--- src/rtl/ram_bus_arbiter.sv ---
// Two-master round-robin arbiter in front of a single-port RAM bus.
// Tracks outstanding reads in an ID FIFO so in-order RAM responses are
// routed back to the master that issued them.
module ram_bus_arbiter #(
    parameter int unsigned PENDING_DEPTH = 4
) (
    input  logic        io_mainClk,
    input  logic        resetCtrl_systemReset,

    input  logic        m0_cmd_valid,
    output logic        m0_cmd_ready,
    input  logic        m0_cmd_payload_write,
    input  logic [31:0] m0_cmd_payload_address,
    input  logic [31:0] m0_cmd_payload_data,
    input  logic [3:0]  m0_cmd_payload_mask,
    output logic        m0_rsp_valid,
    output logic [31:0] m0_rsp_payload_data,

    input  logic        m1_cmd_valid,
    output logic        m1_cmd_ready,
    input  logic        m1_cmd_payload_write,
    input  logic [31:0] m1_cmd_payload_address,
    input  logic [31:0] m1_cmd_payload_data,
    input  logic [3:0]  m1_cmd_payload_mask,
    output logic        m1_rsp_valid,
    output logic [31:0] m1_rsp_payload_data,

    output logic        s_cmd_valid,
    input  logic        s_cmd_ready,
    output logic        s_cmd_payload_write,
    output logic [31:0] s_cmd_payload_address,
    output logic [31:0] s_cmd_payload_data,
    output logic [3:0]  s_cmd_payload_mask,
    input  logic        s_rsp_valid,
    input  logic [31:0] s_rsp_payload_data,

    output logic        rsp_orphan
);

    localparam int unsigned CNT_W = $clog2(PENDING_DEPTH + 1);
    localparam int unsigned PTR_W = $clog2(PENDING_DEPTH);

    logic                     last_grant;
    logic                     lock_active;
    logic                     lock_id;
    logic [CNT_W-1:0]         pending;
    logic [PTR_W-1:0]         wr_ptr;
    logic [PTR_W-1:0]         rd_ptr;
    logic [PENDING_DEPTH-1:0] id_fifo;

    logic winner;
    logic win_valid;
    logic win_write;
    logic blocked;
    logic s_fire;
    logic push;
    logic pop;
    logic head_id;

    // Pick the winner: a stalled command keeps its grant, otherwise round-robin.
    always_comb begin
        winner = ~last_grant;
        if (lock_active) begin
            winner = lock_id;
        end else if (m0_cmd_valid && !m1_cmd_valid) begin
            winner = 1'b0;
        end else if (m1_cmd_valid && !m0_cmd_valid) begin
            winner = 1'b1;
        end
    end

    // Zero-cycle command path from the winner to the RAM, with read blocking.
    always_comb begin
        win_valid             = winner ? m1_cmd_valid : m0_cmd_valid;
        win_write             = winner ? m1_cmd_payload_write : m0_cmd_payload_write;
        s_cmd_payload_write   = win_write;
        s_cmd_payload_address = winner ? m1_cmd_payload_address : m0_cmd_payload_address;
        s_cmd_payload_data    = winner ? m1_cmd_payload_data : m0_cmd_payload_data;
        s_cmd_payload_mask    = winner ? m1_cmd_payload_mask : m0_cmd_payload_mask;
        blocked               = !win_write && (pending == CNT_W'(PENDING_DEPTH));
        s_cmd_valid           = win_valid && !blocked;
        m0_cmd_ready          = !winner && s_cmd_ready && !blocked;
        m1_cmd_ready          = winner && s_cmd_ready && !blocked;
        s_fire                = s_cmd_valid && s_cmd_ready;
        push                  = s_fire && !win_write;
    end

    // Route a RAM response to the master at the head of the ID FIFO.
    always_comb begin
        pop                 = s_rsp_valid && (pending != '0) && !resetCtrl_systemReset;
        head_id             = id_fifo[rd_ptr];
        m0_rsp_valid        = pop && !head_id;
        m1_rsp_valid        = pop && head_id;
        m0_rsp_payload_data = s_rsp_payload_data;
        m1_rsp_payload_data = s_rsp_payload_data;
    end

    // Grant history and stall lock.
    always_ff @(posedge io_mainClk or posedge resetCtrl_systemReset) begin
        if (resetCtrl_systemReset) begin
            last_grant  <= 1'b1;
            lock_active <= 1'b0;
            lock_id     <= 1'b0;
        end else begin
            if (s_fire) begin
                last_grant <= winner;
            end
            lock_active <= s_cmd_valid && !s_cmd_ready;
            lock_id     <= winner;
        end
    end

    // Outstanding-read ID FIFO and occupancy count.
    always_ff @(posedge io_mainClk or posedge resetCtrl_systemReset) begin
        if (resetCtrl_systemReset) begin
            pending <= '0;
            wr_ptr  <= '0;
            rd_ptr  <= '0;
            id_fifo <= '0;
        end else begin
            if (push) begin
                id_fifo[wr_ptr] <= winner;
                wr_ptr          <= wr_ptr + PTR_W'(1);
            end
            if (pop) begin
                rd_ptr <= rd_ptr + PTR_W'(1);
            end
            if (push && !pop) begin
                pending <= pending + CNT_W'(1);
            end else if (pop && !push) begin
                pending <= pending - CNT_W'(1);
            end
        end
    end

    // Sticky flag for a response that arrived with nothing outstanding.
    always_ff @(posedge io_mainClk or posedge resetCtrl_systemReset) begin
        if (resetCtrl_systemReset) begin
            rsp_orphan <= 1'b0;
        end else if (s_rsp_valid && (pending == '0)) begin
            rsp_orphan <= 1'b1;
        end
    end

endmodule

--- config.mk ---
export PLATFORM = sky130hd
export DESIGN_NAME = ram_bus_arbiter
export DESIGN_NICKNAME = d
export VERILOG_FILES = /design/src/rtl/ram_bus_arbiter.sv
export SDC_FILE = /design/constraint.sdc
export NUM_CORES = 1
export LEC_CHECK = 0
export BUFFER_PORTS_ARGS = -buffer_cell sky130_fd_sc_hd__buf_2
export CAP_MARGIN = 25
export CORE_AREA = 2 2 122 124
export CTS_BUF_LIST = sky130_fd_sc_hd__clkbuf_8
export DETAILED_ROUTE_END_ITERATION = 16
export DIE_AREA = 0 0 124 126
export PLACE_DENSITY = 0.49
export REMOVE_ABC_BUFFERS = 1
export SLEW_MARGIN = 20
export SYNTH_ARGS = -nofsm -noshare
export SYNTH_HDL_FRONTEND = slang
export SYNTH_SLANG_ARGS = --single-unit
--- constraint.sdc ---
create_clock -name io_mainClk -period 2.3 [get_ports io_mainClk]
set_clock_uncertainty 0.05 [all_clocks]
set_input_delay 0.46 -clock io_mainClk [delete_from_list [all_inputs] [get_ports io_mainClk]]
set_output_delay 0.46 -clock io_mainClk [all_outputs]
set_load 0.02 [all_outputs]
==> impl_metrics.xml <==
<?xml version="1.0" encoding="UTF-8"?>
<metrics>
  <group name="synth">
    <metric name="yosys.area_share.xor_xnor" unit="">0.02397</metric>
    <metric name="post_syn_instances" unit="">359</metric>
    <metric name="post_synth_main_area_contributors" unit="">sky130_fd_sc_hd__nand2_1 (36%), sky130_fd_sc_hd__buf_4 (22%), sky130_fd_sc_hd__dfrtp_1 (16%)</metric>
    <metric name="synth_top_family_by_area" unit="">simple AND/OR/NAND/NOR gates</metric>
    <metric name="postSynth.asyncResetShare" unit="">1.000</metric>
    <metric name="number_of_flops_mapped_to_enable_cells_by_yosys" unit="">0</metric>
    <metric name="synth_simple_gate_area_frac" unit="">0.4104</metric>
    <metric name="syn_area_per_cell" unit="um2">6.106</metric>
    <metric name="synth_ff_type" unit="">sky130_fd_sc_hd__dfrtp_1</metric>
    <metric name="synth_top_area_cell" unit="">sky130_fd_sc_hd__nand2_1</metric>
    <metric name="synth_adder_area_share" unit="">0.03767</metric>
    <metric name="mappedNetlistArea" unit="um2">2192</metric>
    <metric name="synthDistinctLibCells" unit="">37</metric>
    <metric name="post_synth_mux_area_share" unit="">0.04737</metric>
    <metric name="synth_seq_cells" unit="">15</metric>
    <metric name="ys_warn_count" unit="">0</metric>
    <metric name="synth_top_area_frac" unit="">0.3562</metric>
    <metric name="synth_sequential_area_ratio" unit="">0.1718</metric>
    <metric name="compound_cell_area_share_of_the_yosys_netlist" unit="">0.04737</metric>
  </group>
  <group name="worst_setup_path">
    <metric name="worstPathMaxFanout" unit="">30</metric>
    <metric name="crit_arrival" unit="ps">1780</metric>
    <metric name="r2r_startpoint" unit="">pending[0]</metric>
    <metric name="crit-reg2reg-capture" unit="">pending[1]</metric>
    <metric name="rrSetupSlack" unit="ps">140</metric>
    <metric name="setup.worst_path.start_class" unit="">flip-flop</metric>
    <metric name="cp-end-kind" unit="">output pin</metric>
    <metric name="setup_cp_type" unit="">reg -&gt; out</metric>
    <metric name="timing.critical_path.required" unit="ps">1790</metric>
    <metric name="timing.reg2reg.worst_path_depth" unit="">8</metric>
  </group>
  <group name="final_layout">
    <metric name="area.growth.synth_to_final" unit="%">50.34</metric>
    <metric name="final_core_util" unit="">0.2302</metric>
    <metric name="number_of_inserted_diodes" unit="">0</metric>
    <metric name="final_non_filler_cell_area" unit="um2">3296</metric>
    <metric name="final_net_count" unit="">702</metric>
    <metric name="layout.cells.non_filler" unit="">703</metric>
    <metric name="layout-drive-gt1-share" unit="">0.5087</metric>
  </group>
  <group name="floorplan">
    <metric name="std_cell_rows" unit="">44</metric>
    <metric name="initial_utilization" unit="">0.1531</metric>
    <metric name="floorplan.die_area" unit="um2">15620</metric>
    <metric name="die_height" unit="um">126</metric>
    <metric name="core-area" unit="um2">14310</metric>
    <metric name="fp.dieW" unit="um">124</metric>
    <metric name="io_pins" unit="">315</metric>
  </group>
  <group name="placed_design">
    <metric name="number_of_port_buffers" unit="">218</metric>
    <metric name="place_hpwl" unit="um">9771</metric>
    <metric name="placed_area" unit="um2">3100</metric>
    <metric name="routabilityCongestion" unit="">0.7627</metric>
    <metric name="placed_cells" unit="">697</metric>
  </group>
  <group name="outcome">
    <metric name="run_status" unit="">finished, final reports clean</metric>
  </group>
  <group name="cts">
    <metric name="cts_setup_buffers" unit="">0</metric>
    <metric name="tritoncts_num_sinks" unit="">15</metric>
    <metric name="clock_tree.htree_level_count" unit="">1</metric>
    <metric name="hold_buffers" unit="">0</metric>
    <metric name="root_buffer" unit="">sky130_fd_sc_hd__clkbuf_8</metric>
    <metric name="tritoncts" unit="">done</metric>
    <metric name="clkTransAtPathRegs" unit="ps">70</metric>
    <metric name="tritoncts.num_buffers" unit="">3</metric>
    <metric name="max-clock-path-buffers" unit="">2</metric>
    <metric name="worstSkewPairLatency" unit="ps">250</metric>
  </group>
  <group name="sta">
    <metric name="worst-slew-pin-transition" unit="ps">584.4</metric>
    <metric name="max_freq" unit="MHz">435.8</metric>
    <metric name="period_share" unit="">0.9978</metric>
    <metric name="final_period_minus_worst_setup_slack" unit="ps">2295</metric>
    <metric name="setup_viol_count_final" unit="">0</metric>
    <metric name="rsz0062_at_grt" unit="">yes</metric>
    <metric name="timing.final.max_slew_violations" unit="">0</metric>
    <metric name="timing_hold_violations_final" unit="">0</metric>
    <metric name="slew_headroom" unit="">0.6099</metric>
    <metric name="setup-tns-final" unit="ps">0</metric>
  </group>
  <group name="pwr">
    <metric name="max-vdd-ir-drop" unit="mV">0.5298</metric>
    <metric name="power.density" unit="nW/um2">1062</metric>
    <metric name="static-leakage-power" unit="nW">2.018</metric>
  </group>
  <group name="global_routing">
    <metric name="grtUsageTotal" unit="">0.1346</metric>
    <metric name="grt_start_max_net_pins" unit="">40</metric>
    <metric name="globalRoute.totalOverflow" unit="">0</metric>
    <metric name="antenna_found_initial" unit="">0</metric>
    <metric name="grt_first_pass_wirelength" unit="um">15240</metric>
    <metric name="first_global_vias" unit="">2439</metric>
  </group>
  <group name="detailed_routing">
    <metric name="finalWirelength" unit="um">11950</metric>
    <metric name="post_drt_via_cell_ratio" unit="">3.932</metric>
    <metric name="detailed_routing_iterations_pass_1" unit="">6</metric>
    <metric name="remaining_drc_errors" unit="">0</metric>
    <metric name="via_count" unit="">2764</metric>
    <metric name="route.antenna.remaining_nets" unit="">0</metric>
    <metric name="avgRoutedWirePerCell" unit="um">17.00</metric>
    <metric name="drtIter0Drc" unit="">75</metric>
  </group>
  <group name="min_path">
    <metric name="class_of_the_most_critical_hold_timing_path" unit="">in -&gt; async</metric>
  </group>
  <group name="flow_run">
    <metric name="timing.max_cap.violations" unit="">0</metric>
  </group>
</metrics>
[cell usage in the layout (no fill, tap or decap), types with 2 or more instances in the layout]
cell / instances
sky130_fd_sc_hd__nand2_1: 206
sky130_fd_sc_hd__o21a_1: 2
sky130_fd_sc_hd__nand2_2: 2
sky130_fd_sc_hd__clkbuf_8: 3
sky130_fd_sc_hd__buf_2: 209
sky130_fd_sc_hd__xnor2_1: 4
sky130_fd_sc_hd__buf_12: 3
sky130_fd_sc_hd__ha_1: 4
sky130_fd_sc_hd__clkbuf_16: 2
sky130_fd_sc_hd__and2_1: 2
sky130_fd_sc_hd__mux2_2: 5
sky130_fd_sc_hd__inv_1: 6
sky130_fd_sc_hd__nand4_1: 4
sky130_fd_sc_hd__dfrtp_1: 13
sky130_fd_sc_hd__a21oi_1: 2
sky130_fd_sc_hd__nor2_1: 3
sky130_fd_sc_hd__xor2_1: 2
sky130_fd_sc_hd__buf_4: 18
[cells in the mapped netlist (2+ instances only)]
cell	number
sky130_fd_sc_hd__a21oi_1	2
sky130_fd_sc_hd__and2_1	2
sky130_fd_sc_hd__buf_2	8
sky130_fd_sc_hd__buf_4	64
sky130_fd_sc_hd__clkbuf_1	6
sky130_fd_sc_hd__dfrtp_1	14
sky130_fd_sc_hd__ha_1	5
sky130_fd_sc_hd__inv_1	7
sky130_fd_sc_hd__mux2_2	5
sky130_fd_sc_hd__nand2_1	208
sky130_fd_sc_hd__nand4_1	4
sky130_fd_sc_hd__nor2_1	4
sky130_fd_sc_hd__o21a_1	2
sky130_fd_sc_hd__xnor2_1	4
sky130_fd_sc_hd__xor2_1	2
[how the worst max path moves through the flow]
| stage | start | endpoint | slack (ps) |
|---|---|---|---|
| floorplan | m0_cmd_valid | s_cmd_payload_address[0] | -680 |
| global placement | m0_cmd_valid | pending[2] | -180 |
| detailed placement | m0_cmd_valid | pending[1] | -180 |
| CTS | last_grant | s_cmd_payload_address[24] | 10 |
| global route | last_grant | s_cmd_payload_address[8] | -60 |
| finish | last_grant | s_cmd_payload_address[8] | 5 |
[sequential cells by signal, summed over array words and instances, names as in the netlist]
signal	cells
rd_ptr	2
id_fifo	4
pending	3
lock_active	1
lock_id	1
wr_ptr	2
last_grant	1
rsp_orphan	1
[where the power goes]
group	leakage [nW]	switching (mW)	total, mW	internal, mW
Clock	0.0217	0.107	0.229	0.122
Sequential	0.175	0.125	0.519	0.394
Combinational	1.82	1.64	2.75	1.11
[per-layer routing]
layer	share of wire	GRT usage
met2	0.45	0.2056
met4	0.030	0.04098
met1	0.35	0.1374
met5	0.011	0.08224
met3	0.17	0.1019
[through the flow]
step	total power, mW	worst slack (ps)	hold WS [ps]
4_1_cts	3.364	10.32	253.1
5_1_grt	3.827	-62.66	278.9
3_5_place_dp	3.071	-184.6	401.2
3_3_place_gp	3.082	-182.2	396.1
2_1_floorplan	2.084	-682.8	310.8
6_report	3.500	5.151	224.2
[critical path, stage by stage (launching register included)]
cell	delay, ps
sky130_fd_sc_hd__dfstp_2	580
sky130_fd_sc_hd__a211oi_4	90
sky130_fd_sc_hd__nor2_4	220
sky130_fd_sc_hd__buf_8	240
sky130_fd_sc_hd__nand2_1	150
sky130_fd_sc_hd__nand2_1	90
sky130_fd_sc_hd__buf_2	150
[logic make-up (layout without fill, tap and decap cells)]
kind of cell | count (synthesis) | after routing
xor gates and xnor gates | 6 | 6
AOI/OAI and AO/OA | 12 | 12
muxes | 8 | 8
adders and majority gates | 6 | 6
buffers and inverters | 86 | 246
and+or+nand+nor | 226 | 226
DFF | 15 | 15
[final cells by class]
type,count,area (um2)
tap,184,230.2
clock buffer,3,41.29
multi-input combinational,258,1289
fill,1660,11020
sequential,15,377.9
timing repair buffer,234,1318
clock inverter,1,7.507
inverter,8,32.53
[timing repair]
action	4_1_cts	5_1_grt
pin swaps	2	3
gates cloned	0	2
endpoints found under the setup margin	52	72
resized for setup	11	17
No activity file was read; power rests on OpenSTA's default activity.
